==> config.mk <==
export PLATFORM = sky130hd
export DESIGN_NAME = store_coalesce_buffer
export DESIGN_NICKNAME = d
export VERILOG_FILES = /design/src/rtl/store_coalesce_buffer.sv
export SDC_FILE = /design/constraint.sdc
export NUM_CORES = 2
export LEC_CHECK = 0
export ABC_CLOCK_PERIOD_IN_PS = 8800
export CAP_MARGIN = 20
export CORE_MARGIN = 2
export CORE_UTILIZATION = 57
export DETAILED_ROUTE_END_ITERATION = 10
export PLACE_DENSITY = 0.79
export SLEW_MARGIN = 20
export SYNTH_ARGS = -nofsm -noshare
export SYNTH_HDL_FRONTEND = slang
export SYNTH_SLANG_ARGS = --single-unit
==> constraint.sdc <==
create_clock -name i_clk -period 8.8 [get_ports i_clk]
set_input_delay 0.88 -clock i_clk [delete_from_list [all_inputs] [get_ports i_clk]]
set_output_delay 0.88 -clock i_clk [all_outputs]
set_load 0.01 [all_outputs]
==> src/rtl/store_coalesce_buffer.sv <==
// Post-commit store queue: merges same-word stores under byte masks, drains the
// oldest entry to the dcache and forwards covered bytes to younger loads.
module store_coalesce_buffer #(
  parameter int DEPTH  = 8,
  parameter int IDX_W  = 3,
  parameter int ADDR_W = 32
) (
  input  logic              i_clk,
  input  logic              i_rst,
  input  logic              i_st_valid,
  output logic              o_st_ready,
  input  logic [ADDR_W-1:0] i_st_addr,
  input  logic [31:0]       i_st_wdata,
  input  logic [3:0]        i_st_wmask,
  input  logic [ADDR_W-1:0] i_ld_addr,
  input  logic [3:0]        i_ld_rmask,
  output logic [31:0]       o_fwd_data,
  output logic              o_fwd_hit,
  output logic              o_fwd_partial,
  output logic              o_dmem_valid,
  input  logic              i_dmem_ready,
  output logic [ADDR_W-1:0] o_dmem_addr,
  output logic [31:0]       o_dmem_wdata,
  output logic [3:0]        o_dmem_wmask,
  input  logic              i_dmem_resp,
  output logic [IDX_W:0]    o_count,
  output logic              o_is_empty,
  output logic              o_is_full
);

  localparam int WA_W = ADDR_W - 2;

  typedef enum logic [1:0] {S_IDLE, S_REQ, S_WAIT} state_t;

  state_t            r_state;
  state_t            w_state_nxt;
  logic [IDX_W:0]    r_head;
  logic [IDX_W:0]    r_tail;
  logic [IDX_W:0]    w_count;
  logic [WA_W-1:0]   r_waddr [DEPTH];
  logic [31:0]       r_data  [DEPTH];
  logic [3:0]        r_mask  [DEPTH];

  logic [IDX_W-1:0]  w_age_slot [DEPTH];
  logic [DEPTH-1:0]  w_age_live;
  logic [WA_W-1:0]   w_st_wa;
  logic [WA_W-1:0]   w_ld_wa;
  logic              w_st_found;
  logic [IDX_W-1:0]  w_st_slot;
  logic              w_mergeable;
  logic              w_st_fire;
  logic              w_alloc;
  logic              w_merge;
  logic              w_retire;
  logic [31:0]       w_st_bytes;
  logic [31:0]       w_fwd_raw;
  logic [3:0]        w_fwd_cov;
  logic [3:0]        w_cov;
  logic              w_unused_lsbs;

  assign w_st_wa       = i_st_addr[ADDR_W-1:2];
  assign w_ld_wa       = i_ld_addr[ADDR_W-1:2];
  assign w_unused_lsbs = ^{i_st_addr[1:0], i_ld_addr[1:0]};

  assign w_count    = r_tail - r_head;
  assign o_count    = w_count;
  assign o_is_empty = (w_count == '0);
  assign o_is_full  = (w_count == (IDX_W+1)'(DEPTH));

  // Age k maps to a physical slot; only ages below count lie inside the window.
  for (genvar g = 0; g < DEPTH; g++) begin : g_age
    assign w_age_slot[g] = r_head[IDX_W-1:0] + IDX_W'(g);
    assign w_age_live[g] = ((IDX_W+1)'(g) < w_count);
  end

  always_comb begin
    w_st_found = 1'b0;
    w_st_slot  = '0;
    for (int k = 0; k < DEPTH; k++) begin
      if (w_age_live[k] && (r_waddr[w_age_slot[k]] == w_st_wa)) begin
        w_st_found = 1'b1;
        w_st_slot  = w_age_slot[k];
      end
    end
  end

  // The head is frozen once the drain has started presenting it.
  assign w_mergeable = w_st_found &&
                       !((w_st_slot == r_head[IDX_W-1:0]) && (r_state != S_IDLE));
  assign o_st_ready  = w_mergeable || !o_is_full;
  assign w_st_fire   = i_st_valid && o_st_ready && (i_st_wmask != 4'b0000);
  assign w_alloc     = w_st_fire && !w_mergeable;
  assign w_merge     = w_st_fire && w_mergeable;
  assign w_retire    = (r_state == S_WAIT) && i_dmem_resp;
  assign w_st_bytes  = {{8{i_st_wmask[3]}}, {8{i_st_wmask[2]}},
                        {8{i_st_wmask[1]}}, {8{i_st_wmask[0]}}};

  always_comb begin
    w_fwd_raw = '0;
    w_fwd_cov = '0;
    for (int k = 0; k < DEPTH; k++) begin
      if (w_age_live[k] && (r_waddr[w_age_slot[k]] == w_ld_wa)) begin
        for (int b = 0; b < 4; b++) begin
          if (r_mask[w_age_slot[k]][b]) begin
            w_fwd_raw[8*b +: 8] = r_data[w_age_slot[k]][8*b +: 8];
            w_fwd_cov[b]        = 1'b1;
          end
        end
      end
    end
  end

  assign w_cov         = i_ld_rmask & w_fwd_cov;
  assign o_fwd_data    = w_fwd_raw & {{8{w_cov[3]}}, {8{w_cov[2]}},
                                      {8{w_cov[1]}}, {8{w_cov[0]}}};
  assign o_fwd_hit     = (i_ld_rmask != 4'b0000) && (w_cov == i_ld_rmask);
  assign o_fwd_partial = (w_cov != 4'b0000) && (w_cov != i_ld_rmask);

  assign o_dmem_addr  = {r_waddr[r_head[IDX_W-1:0]], 2'b00};
  assign o_dmem_wdata = r_data[r_head[IDX_W-1:0]];
  assign o_dmem_wmask = r_mask[r_head[IDX_W-1:0]];

  always_comb begin
    w_state_nxt  = r_state;
    o_dmem_valid = 1'b0;
    case (r_state)
      S_IDLE: if (!o_is_empty) w_state_nxt = S_REQ;
      S_REQ: begin
        o_dmem_valid = 1'b1;
        if (i_dmem_ready) w_state_nxt = S_WAIT;
      end
      S_WAIT: if (i_dmem_resp) w_state_nxt = (w_count > (IDX_W+1)'(1)) ? S_REQ : S_IDLE;
      default: w_state_nxt = S_IDLE;
    endcase
  end

  always_ff @(posedge i_clk) begin
    if (!i_rst) begin
      r_state <= S_IDLE;
      r_head  <= '0;
      r_tail  <= '0;
    end else begin
      r_state <= w_state_nxt;
      if (w_alloc)  r_tail <= r_tail + (IDX_W+1)'(1);
      if (w_retire) r_head <= r_head + (IDX_W+1)'(1);
    end
  end

  // Entry payload is never reset; the pointer window alone decides liveness.
  always_ff @(posedge i_clk) begin
    if (i_rst && w_alloc) begin
      r_waddr[r_tail[IDX_W-1:0]] <= w_st_wa;
      r_data[r_tail[IDX_W-1:0]]  <= i_st_wdata & w_st_bytes;
      r_mask[r_tail[IDX_W-1:0]]  <= i_st_wmask;
    end else if (i_rst && w_merge) begin
      for (int b = 0; b < 4; b++) begin
        if (i_st_wmask[b]) r_data[w_st_slot][8*b +: 8] <= i_st_wdata[8*b +: 8];
      end
      r_mask[w_st_slot] <= r_mask[w_st_slot] | i_st_wmask;
    end
  end

endmodule

# Yosys cells after proc, flatten, opt, wreduce, memory -nomap -nowiden
# Memories as Yosys holds them, arrays and structs flattened. A register that Yosys moved wholly into a read port is not among the register bits.
# Index checks and enable logic that the tools add are counted.
totals:
  register_bits: 10
  input_bits: 109
  elab_cells: 229
  memories: 3
  mem_bits_rw: 528
memory_table:
  columns: ["memory", "words", "word_bits", "rd", "rd_clocked_by_memory_dff", "wr", "line_no", "text"]
  rows:
  - ["r_data", 8, 32, 8, 1, 1, "41", "logic [31:0] r_data [DEPTH];"]
  - ["r_waddr", 8, 30, 8, 1, 1, "40", "logic [WA_W-1:0] r_waddr [DEPTH];"]
  - ["r_mask", 8, 4, 9, 1, 1, "42", "logic [3:0] r_mask [DEPTH];"]
classes:
  reduce_logical: 40
  n_addsub: 10
  mux: 135
  eq_ne: 25
  magnitude_cmp: 9
  n_bitwise: 4
ops:
  columns: ["cell", "count"]
  rows:
  - ["30-bit equality test", 16]
  - ["32-bit 2-to-1 mux", 9]
  - ["8-bit 2-to-1 mux", 32]
  - ["32-bit bitwise AND", 2]
  - ["1-bit 2-to-1 mux", 64]
  - ["3-bit 2-to-1 mux", 16]
  - ["4-bit 2-to-1 mux", 10]
  - ["32-bit OR reduction", 1]
  - ["1-bit logical AND", 27]
  - ["3-bit by 4-bit < comparator with 1-bit output, first input constant", 4]
  - ["3-bit adder, second input constant", 4]
  - ["4-bit nonzero test", 3]
  - ["4-bit by 1-bit adder with 4-bit output, second input constant", 2]
  - ["1-bit by 4-bit < comparator with 1-bit output, first input constant", 2]
  - ["2-bit by 4-bit < comparator with 1-bit output, first input constant", 2]
  - ["3-bit by 2-bit adder with 3-bit output, second input constant", 2]
  - ["2-bit 2-to-1 mux", 3]
  - ["2-bit inequality test, second input constant", 3]
  - ["2-bit case mux with 3 select lines", 1]
  - ["4-bit bitwise AND", 1]
  - ["4-bit equality test", 1]
  - ["4-bit equality test, second input constant", 1]
  - ["4-bit by 1-bit greater-than comparator with 1-bit output, second input constant", 1]
  - ["4-bit logical NOT", 1]
  - ["other kinds (13)", 15]

# Logic depth before layout (Yosys ltp)
logic_depth:
  depth_word: 25
  depth_mapped: 31
  mapped_depth_nobuf: 17

# Least setup slack after synthesis
# OpenSTA, ideal clock, no wires.
synth_path:
  path_type: "flip-flop to flip-flop"
  from: "register r_head[0]"
  to: "memory r_mask[1][0] (enable)"
  setup_slack_ns: 0.257
  t_arrival_ns: 8.229
  n_path_buf: 12
  path_stages_with_launch: 29
  cell_sequence: "dfxtp_1 > buf_6 > buf_6 > inv_2 > buf_6 > buf_6 > buf_2 > buf_4 > buf_1 > ha_1 > buf_2 > buf_2 > buf_2 > mux2i_1 > mux2i_1 > xnor2_1 > nand2_1 > a2111oi_0 > nor4b_2 > nand2_1 > a311o_1 > a2111oi_2 > o211ai_1 > o2bb2a_4 > buf_8 > nor2_4 > buf_2 > nor3_1 > a31o_1"
synth_rtl:
  columns: ["item", "line_no", "text"]
  rows:
  - ["start: declaration", "37", "logic [IDX_W:0] r_head;"]
  - ["start signal: assignment", "145", "if (w_retire) r_head <= r_head + (IDX_W+1)'(1);"]
  - ["end: declaration", "42", null]

# Final worst setup path
layout_path:
  from: "register r_head[2]"
  to: "output port o_fwd_data[19]"
layout_via:
  elab_chain_len: 20
  elab_cells_between_ends: 66
  classes_between: "add/sub (8); order compare (8); eq/ne (7); mux (30); bitwise (2); reduce/logical (8); memory (3)"
layout_lines:
  columns: ["item", "line_no", "text"]
  rows:
  - ["parallel branches: the longest is 19 deep, another holds memory read 8 x 30 bit", null, null]
  - ["32-bit bitwise AND *", "114", "assign o_fwd_data = w_fwd_raw & {{8{w_cov[3]}}, {8{w_cov[2]}},"]
  - ["end: declaration", "17", "output logic [31:0] o_fwd_data,"]
# Every way passes the cells marked *.

==> flow_metrics.env <==
export IMPL_finClkSkew_ps=57.5
export IMPL_synth_cells=4262
export IMPL_cts_tree="done"
export IMPL_fin_cells=5599
export IMPL_nNetsFinal=4488
export IMPL_place_gp_congestion=1.08
export IMPL_final_common_cell="mux4_2"
export IMPL_portBuffers=212
export IMPL_hold_end="r_tail[3]$_SDFFE_PN0N_"
export IMPL_row_count=110
export IMPL_cts_sinks=541
export IMPL_max_slew_margin_rel_pct=19.4
export IMPL_dieArea_um2=92800
export IMPL_hold_viol=0
export IMPL_slew_viol_final=0
export IMPL_cp_start_kind="flop"
export IMPL_antenna_found_initial=11
export IMPL_dp_hpwl_mm=154
export IMPL_cts_hold_buf=0
export IMPL_rsz0062_at_grt="false"
export IMPL_crit_chain="buf_4, xor2_4, buf_4, mux2i_1, xor2_1, nand4_1, or4_1, nor4_2, buf_4, a21boi_2, buf_4, inv_2, and3_1, nand4b_1, o21ai_1, buf_4, or4_1, a21oi_1, clkdlybuf4s50_1"
export IMPL_setup_viol_count_final=0
export IMPL_overflow=0
export IMPL_htreeDepth=2
export IMPL_period_minus_slack_ps=8770
export IMPL_r2r_end="r_data[2][4]$_DFFE_PP_"
export IMPL_drc=0
export IMPL_clockBufferDepth=3
export IMPL_vias_per_cell=7.72
export IMPL_grt_pass1_wl_mm=297
export IMPL_reg2regPathDepth=18
export IMPL_min_from="r_tail[3]$_SDFFE_PN0N_"
export IMPL_clk_pin_slew_ps=70
export IMPL_startpoint="r_head[2]$_SDFFE_PN0P_"
export IMPL_synth_seq_cells=541
export IMPL_first_pass_iters=7
export IMPL_rrSetupSlack_ps=1010
export IMPL_die_w_um=305
export IMPL_synth_area_um2=51500
export IMPL_synthArstFlopShare_pct=0
export IMPL_grt_max_degree=103
export IMPL_clockRootBuffer="clkbuf_16"
export IMPL_cts_made_buffers=57
export IMPL_synth_edf_count=528
export IMPL_via_count=43200
export IMPL_coreArea_um2=89700
export IMPL_r2r_start="r_head[0]$_SDFFE_PN0P_"
export IMPL_synth_cell_types=97
export IMPL_synth_area_leader_cell="edfxtp_1"
export IMPL_antenna_left=0
export IMPL_drt_iter0_drc=7278
export IMPL_initial_core_util_pct=57.4
export IMPL_peakVddDrop_v=0.000185
export IMPL_worstSetupPathType="flop to output pin"
export IMPL_tightest_slew_ps=1200
export IMPL_die_y_um=305
export IMPL_cp_common_cell="buf_4"
export IMPL_dp_cells=5486
export IMPL_area_delta_synth_final_pct=10.9
export IMPL_layout_common_cells="mux4_2 (641), edfxtp_1 (528), nand2_1 (424), mux2i_1 (409), xnor2_1 (274)"
export IMPL_first_global_vias=40400
export IMPL_cp_arrival_ps=7890
export IMPL_yosysWarnings=0
export IMPL_insertion_delay_ps=690
export IMPL_yosysSeqAreaShare_pct=31.3
export IMPL_synth_area_leaders="edfxtp_1 (31%), mux4_2 (28%), mux2i_1 (7.9%)"
export IMPL_max_cap_viol_count=0
export IMPL_avgSynthCellArea_um2=12.1
export IMPL_leakage_nw=18.3
export IMPL_tns_ps=0
export IMPL_cp_end_kind="output pin"
export IMPL_max_freq_ghz=0.114
export IMPL_final_period_utilization_pct=99.7
export IMPL_wire_per_inst_um=37.5
export IMPL_hold_depth=2
export IMPL_yosysTopAreaCellShare_pct=30.8
export IMPL_track_usage_pct=44.6
export IMPL_io_pins=219
export IMPL_hold_path_class="flop to flop"
export IMPL_drive_gt1_share_pct=25.1
export IMPL_cp_slowest_cell="xor2_4"
export IMPL_routed_wl_mm=210
export IMPL_crit_fanout=55
export IMPL_power_density_nw_per_um2=125
export IMPL_cp_required_ps=7920
export IMPL_synth_ff_type="edfxtp_1"
export IMPL_max_stage_delay_ps=890
export IMPL_hold_slack_ps=495
export IMPL_status="finished, final reports clean"
[through the flow]
| step | setup slack, ps | area (µm²) | utilization (%) | total power, W |
|---|---|---|---|---|
| 2_1_floorplan | 257 | 51500 | - | 0.00403 |
| 3_3_place_gp | 1090 | 55200 | 61.5 | 0.00471 |
| 3_5_place_dp | 1020 | 55200 | 61.5 | 0.00472 |
| 4_1_cts | 309 | 57000 | 63.6 | 0.00709 |
| 5_1_grt | 14.2 | 57100 | 63.6 | 0.00729 |
| 6_report | 25.9 | 57100 | 63.7 | 0.00716 |
[timing repair]
| item | in CTS | in global routing |
|---|---|---|
| setup buffers | 0 | 1 |
| hold endpoints to repair | 0 | 0 |
| setup endpoints to repair | 0 | 7 |
| resized for setup | 0 | 0 |
[flip-flops by register name, indices dropped and copies added (netlist names), named ones only]
name	flops
r_head	4
r_mask	32
r_waddr	240
r_state	2
r_tail	4
r_data	256
[cells in the mapped netlist, types with 75 or more instances]
master / count
mux4_2: 641
edfxtp_1: 528
nand2_1: 424
mux2i_1: 409
xnor2_1: 275
xor2_1: 182
nor2_1: 150
clkbuf_1: 146
buf_1: 92
buf_2: 87
a21oi_1: 85
o21ai_0: 84
nand4_1: 81
and2_1: 79
mux2_2: 75
[cell type report]
type	instances	area, µm²
sequential	541	16100
clock inverter	39	364
clock buffer	64	1470
inverter	64	243
multi-input combinational	3277	33500
fill	6712	32600
timing repair buffer	430	3940
antenna	8	20.0
tap	1176	1470
[worst max path at each step]
stage,endpoint,slack [ps],cells past startpoint
after floorplan,r_mask[1][0]$_DFFE_PP_,260,28
after global placement,o_fwd_data[16],1090,19
after detailed placement,o_fwd_data[19],1020,19
after CTS,o_fwd_data[19],310,19
after global routing,o_fwd_data[16],10,19
final,o_fwd_data[19],30,19
[cell families (layout without fill, tap and decap cells)]
family,count (synthesis),count (layout),synth area share [%]
other,1,10,0.00728
DFF,541,541,31.3
buffers and inverters,445,597,4.10
muxes,1138,1138,38.0
AOI/OAI and AO/OA,557,557,7.55
adders and majority gates,8,8,0.209
xor gates and xnor gates,459,459,7.83
and+or+nand+nor,1113,1113,11.0
[report_power, final]
group | total [W] | internal (W) | leakage [nW] | switching (W)
Clock | 0.00241 | 0.00133 | 0.893 | 0.00108
Combinational | 0.00180 | 0.000701 | 12.5 | 0.00110
Sequential | 0.00295 | 0.00288 | 4.91 | 0.0000702
Total | 0.00716 | 0.00491 | 18.3 | 0.00224
[routing by layer]
metal  up-vias  global-route usage (%)  routed length [µm]
met3       718                    13.1               29700
li1      17200                       -                   -
met1     21300                    58.7               73000
met2      3977                    68.7               94800
met5         -                       0                  66
met4        10                    20.4               12500
[critical path: cells and delay by family, from the launching register on]
kind	cells	cell delay, ps
buf+inv	7	2570
simple gates	6	1940
xor+xnor	2	1260
compound gates	3	680
flops	1	380
mux	1	270
(Power assumes the default switching activity.)
